`config.mk`:
```
export PLATFORM = sky130hd
export DESIGN_NAME = csa
export DESIGN_NICKNAME = d
export VERILOG_FILES = /design/src/rtl/csa.sv
export SDC_FILE = /design/constraint.sdc
export NUM_CORES = 1
export LEC_CHECK = 0
export ABC_CLOCK_PERIOD_IN_PS = 800
export CAP_MARGIN = 20
export CORE_AREA = 2 2 39 41
export CTS_CLUSTER_DIAMETER = 60
export CTS_CLUSTER_SIZE = 20
export DETAILED_ROUTE_END_ITERATION = 6
export DIE_AREA = 0 0 41 43
export DONT_BUFFER_PORTS = 1
export SETUP_SLACK_MARGIN = 0.4
export SLEW_MARGIN = 20
export SYNTH_ARGS = -nofsm -noshare
export SYNTH_HDL_FRONTEND = slang
export SYNTH_HIERARCHICAL = 1
export SYNTH_SLANG_ARGS = --single-unit
```
`constraint.sdc`:
```
create_clock -name clk -period 0.8 [get_ports clk]
set_input_delay 0.16 -clock clk [delete_from_list [all_inputs] [get_ports clk]]
set_output_delay 0.16 -clock clk [all_outputs]
set_load 0.01 [all_outputs]
```
`src/rtl/csa.sv`:
```
// Registered carry-select adder: {cout,sum} = a + b + cin, one-cycle latency.
// Block 0 ripples from cin; higher blocks precompute both carry-in cases and mux.
module csa_rca #(
  parameter int W = 4
) (
  input  logic [W-1:0] x,
  input  logic [W-1:0] y,
  input  logic         c,
  output logic [W-1:0] s,
  output logic         co
);
  logic [W:0] cy;

  assign cy[0] = c;
  for (genvar i = 0; i < W; i++) begin : g_fa
    assign s[i]    = x[i] ^ y[i] ^ cy[i];
    assign cy[i+1] = (x[i] & y[i]) | (cy[i] & (x[i] ^ y[i]));
  end
  assign co = cy[W];
endmodule

module csa #(
  parameter int WIDTH = 8,
  parameter int BLOCK = 4
) (
  input  logic             clk,
  input  logic             rst_n,
  input  logic [WIDTH-1:0] a,
  input  logic [WIDTH-1:0] b,
  input  logic             cin,
  output logic [WIDTH-1:0] sum,
  output logic             cout
);
  localparam int NBLK = (WIDTH + BLOCK - 1) / BLOCK;

  logic [NBLK:0]    bc;
  logic [WIDTH-1:0] s_nx;

  assign bc[0] = cin;

  for (genvar k = 0; k < NBLK; k++) begin : g_blk
    localparam int LO = k * BLOCK;
    // top block absorbs the remainder when WIDTH is not a multiple of BLOCK
    localparam int HI = (LO + BLOCK > WIDTH) ? WIDTH - 1 : LO + BLOCK - 1;
    localparam int W  = HI - LO + 1;

    if (k == 0) begin : g_lo
      csa_rca #(.W(W)) u_rca (
        .x(a[HI:LO]), .y(b[HI:LO]), .c(bc[0]), .s(s_nx[HI:LO]), .co(bc[1])
      );
    end else begin : g_sel
      logic [W-1:0] s0, s1;
      logic         c0, c1;

      csa_rca #(.W(W)) u_rca0 (
        .x(a[HI:LO]), .y(b[HI:LO]), .c(1'b0), .s(s0), .co(c0)
      );
      csa_rca #(.W(W)) u_rca1 (
        .x(a[HI:LO]), .y(b[HI:LO]), .c(1'b1), .s(s1), .co(c1)
      );

      assign s_nx[HI:LO] = bc[k] ? s1 : s0;
      assign bc[k+1]     = bc[k] ? c1 : c0;
    end
  end

  always_ff @(posedge clk or negedge rst_n) begin
    if (!rst_n) begin
      sum  <= '0;
      cout <= 1'b0;
    end else begin
      sum  <= s_nx;
      cout <= bc[NBLK];
    end
  end
endmodule

```
==> After elaboration in Yosys (flattened, before gate mapping) <==
Index checks and enable logic that the tools add are counted.
{ "classes": {"n_mux": 2, "bitwise_logic": 48} }
{ "op_table": {"columns": ["operator", "n"], "rows": [
  ["bitwise AND 1 bit", 18],
  ["bitwise XOR 1 bit", 18],
  ["OR 1 bit", 11],
  ["two-way mux 4 bit", 1],
  ["two-way mux 1 bit", 1],
  ["inverter 1 bit", 1]
]} }
{ "totals": {"reg_bits": 9, "in_bits": 19, "out_inout_bits": 9, "elab_cells": 52} }

==> Depth between registers and ports, before layout <==
{ "depth": {"ltp_word": 10, "depth_mapped": 9, "mapped_depth_nobuf": 9} }

==> Hierarchy <==
The synthesis kept the hierarchy.
{ "modules_own_cells": {"columns": ["mod", "instances", "cells_each", "area_each_um2", "seq_area_each_um2"], "rows": [
  ["csa_rca", 3, 14, 117.6, 0.0],
  ["csa", 1, 16, 289.0, 225.2]
]} }

==> Worst setup path before layout <==
OpenSTA, ideal clock, no wires.
{ "synth_timing": {"kind": "in2reg", "startpoint": "in cin", "endpoint": "reg cout", "setup_ns": 0.125, "arrival_time_ns": 1.759, "required_time_ns": 0.675, "slack_ns": -1.084, "stages": 9, "path_buffers": 0, "cell_sequence": "fa_1 > inv_1 > fa_1 > inv_1 > fa_1 > inv_1 > fa_1 > inv_1 > mux2_2"} }
{ "synth_between": {"elab_chain_len": 9} }
{ "synth_rtl": {"columns": ["element", "line_no", "text"], "rows": [
  ["start, declared", "30", "input logic cin,"],
  ["bitwise AND 1 bit", "17", "assign cy[i+1] = (x[i] & y[i]) | (cy[i] & (x[i] ^ y[i]));"],
  ["OR 1 bit", "17", null],
  ["bitwise AND 1 bit", "17", null],
  ["OR 1 bit", "17", null],
  ["bitwise AND 1 bit", "17", null],
  ["OR 1 bit", "17", null],
  ["bitwise AND 1 bit", "17", null],
  ["OR 1 bit", "17", null],
  ["via bc[1]", "36", "logic [NBLK:0] bc;"],
  ["two-way mux 1 bit", "63", "assign bc[k+1] = bc[k] ? c1 : c0;"],
  ["via bc[2]", "36", null],
  ["end signal, assigned", "73", "cout <= bc[NBLK];"],
  ["end, declared", "32", "output logic cout"]
]} }
The timed path passes the listed nets, and every way through them passes these cells.

==> Worst setup path in the final report <==
{ "layout_timing": {"startpoint": "in a[4]", "endpoint": "reg sum[7]"} }
{ "layout_between": {"word_cells_on_any_way": 14, "cone_classes": "1 x mux; 13 x bitwise"} }
{ "layout_rtl": {"columns": ["element", "line_no", "text"], "rows": [
  ["start, declared", "28", "input logic [WIDTH-1:0] a,"],
  ["bitwise AND 1 bit (2 in a row)", "17", null],
  ["OR 1 bit", "17", null],
  ["bitwise AND 1 bit", "17", null],
  ["OR 1 bit", "17", null],
  ["bitwise XOR 1 bit", "16", "assign s[i] = x[i] ^ y[i] ^ cy[i];"],
  ["via g_blk[1].g_sel.s0[3]", "52", "logic [W-1:0] s0, s1;"],
  ["two-way mux 4 bit", "62", "assign s_nx[HI:LO] = bc[k] ? s1 : s0;"],
  ["via s_nx[7]", "37", "logic [WIDTH-1:0] s_nx;"],
  ["end signal, assigned", "72", "sum <= s_nx;"],
  ["end, declared", "31", "output logic [WIDTH-1:0] sum,"]
]} }
The timed path passes the listed nets, and every way through them passes these cells.

==> impl_metrics.py <==
metrics = {
    "outcome": {
        "status": "finished, violations left",
        "violations": "negative hold slack, negative setup slack",
    },
    "cts": {
        "clock-sinks": 9,
        "htree_levels": 1,
        "clk_pin_slew_ps": 60,
        "cts_tree": "yes",
        "cts-root-buf": "clkbuf_4",
        "cts_buffers": 3,
        "clk_path_buf_depth": 2,
    },
    "synthesis": {
        "yosysTopAreaCell": "fa_1",
        "syn_inst": 58,
        "ys_seq_elements": 9,
        "netlist_top_cells_area": "fa_1 (37%), dfrtp_1 (35%), inv_1 (18%)",
        "ys_warn_count": 6,
        "synth_top_area_frac": 0.374,
        "syn_area_um2": 642,
        "seq_area_frac_synth": 0.351,
        "synth_nets": 89,
        "synth.avg_cell_area_um2": 11.1,
        "netlist-cell-type-count": 5,
    },
    "timing": {
        "setup_tns_ps": -5240,
        "timing.hold.ws_ps": -406,
        "timing.final.ws_setup_ps": -812,
        "rsz0062_at_grt": "true",
        "fmax_mhz": 620,
        "drv_slew": 0,
        "final_hold_viol_count": 9,
        "min_period_over_period": 2.02,
        "final-setup-viol-count": 17,
        "period_needed_ps": 1610,
    },
    "cells_and_area": {
        "utilization": 0.525,
        "antennaDiodeCount": 0,
        "layout.nets": 94,
        "drive_gt1_frac": 0.355,
        "layout_commonest_cell": "inv_1",
        "fin_area_um2": 727,
        "area_growth_pct": 13.3,
        "final_cell_mix": "inv_1 (23), dfrtp_1 (9), fa_2 (7), inv_2 (6)",
    },
    "global_routing": {
        "overflow": 0,
        "antenna_found_initial": 0,
        "gr-usage-met3": 0.0209,
        "grt.busiest_layer": "met2",
        "grt_max_degree": 10,
        "grtUsageMet2": 0.178,
        "grt_pass1_vias": 340,
        "grt_pass1_wl_um": 1250,
        "grt_util_met1": 0.107,
        "grt_use_total": 0.107,
    },
    "worst_setup_path": {
        "worstSetupPathType": "in2reg",
        "worstPathRequired_ps": 940,
        "cp_max_fo": 2,
        "start_kind": "input port",
        "endpoint_kind": "flip-flop",
        "crit_arrival_ps": 1750,
    },
    "drt": {
        "viasPerCell": 4.29,
        "wl_um": 784,
        "initialDrtViolationCount": 1,
        "drtPass1Iterations": 2,
        "routedWlPerCell_um": 10.1,
        "antenna_left": 0,
        "drc": 0,
        "dr_total_vias": 335,
    },
    "die": {
        "boundaryPins": 28,
        "start_util": 0.464,
        "die_area_um2": 1760,
        "core_um2": 1380,
        "num_rows": 14,
        "die_h_um": 43,
        "die_w_um": 41,
    },
    "pwr": {
        "pwr-share-comb": 0.231,
        "irDropWorstVdd_mv": 0.527,
        "p_clk_frac": 0.270,
        "p_switching_mw": 0.358,
        "switching_share": 0.284,
        "power.density_nw_per_um2": 1730,
        "p_int_mw": 0.902,
        "seqPwrFrac": 0.499,
        "p_leak_nw": 0.402,
    },
    "placed_design": {
        "dpl-instance-area_um2": 672,
        "place_congestion": 0.633,
        "post-place-ws_ps": -1100,
        "dp_hpwl_um": 715,
        "port_buffers": 0,
    },
    "min_path": {
        "hp-class": "in2async",
    },
    "job": {
        "cap_viol_max_count": 0,
    },
}
[timing repair]
| action | in CTS | in global routing |
|---|---|---|
| buffers inserted | 0 | 0 |
| cloned | 0 | 0 |
| resized for setup | 8 | 4 |
| hold endpoints to repair | 9 | 9 |
| pin swaps | 3 | 2 |
| endpoints found under the setup margin | 18 | 18 |
[cells by family (layout without fill, tap and decap cells)]
group                      count (synthesis)  in the layout  synth area share
muxes                                      5              5            0.0877
other                                      2              2            0.0117
adders and majority gates                 12             12             0.374
DFF                                        9              9             0.351
buffers and inverters                     30             34             0.175
[worst max path at each step]
stage,cells past startpoint,slack (ps),endpoint,start
5_1_grt,9,-870,sum[7],b[4]
3_3_place_gp,9,-1090,sum[7],b[4]
3_5_place_dp,9,-1100,sum[7],b[4]
2_1_floorplan,9,-1020,sum[7],b[4]
4_1_cts,9,-820,sum[7],a[4]
6_report,9,-810,sum[7],a[4]
[power by group through the flow]
| stage | logic [mW] | clock network, mW | registers (mW) |
|---|---|---|---|
| after floorplan | 0.202 | 0 | 0.627 |
| after global placement | 0.239 | 0 | 0.637 |
| after detailed placement | 0.244 | 0 | 0.639 |
| after CTS | 0.285 | 0.357 | 0.630 |
| after global routing | 0.346 | 0.374 | 0.641 |
| final | 0.291 | 0.341 | 0.628 |
[synth_stat cells, drive strengths merged]
master	n
conb	2
dfrtp	9
fa	12
inv	30
mux2	5
[metal layers]
metal | wire, um | vias to the layer above | part of all wire
met3 | 63 | 0 | 0.080
met2 | 446 | 14 | 0.57
met4 | 0 | 0 | 0
met1 | 274 | 168 | 0.35
li1 | - | 153 | -
met5 | 0 | - | 0
[stage by stage]
step           instances  power, mW
2_1_floorplan         58      0.829
3_3_place_gp          74      0.876
3_5_place_dp          74      0.883
4_1_cts               78       1.27
5_1_grt               78       1.36
6_report              78       1.26
[final cells by class]
| cell class | instances | area (um2) |
|---|---|---|
| sequential | 9 | 225 |
| inverter | 30 | 115 |
| tap | 16 | 20.0 |
| multi-input combinational | 19 | 340 |
| clock buffer | 4 | 26.3 |
| fill | 113 | 657 |
[flip-flops by register name (all words and copies together), names as in the netlist]
name / count
cout: 1
sum: 8
[critical path, stage by stage]
cell and delay, ps:
fa_2 170, inv_2 30, fa_2 320, inv_2 60
fa_2 180, inv_2 40, fa_1 490, inv_1 40
mux2_4 250
(Power assumes the default switching activity.)
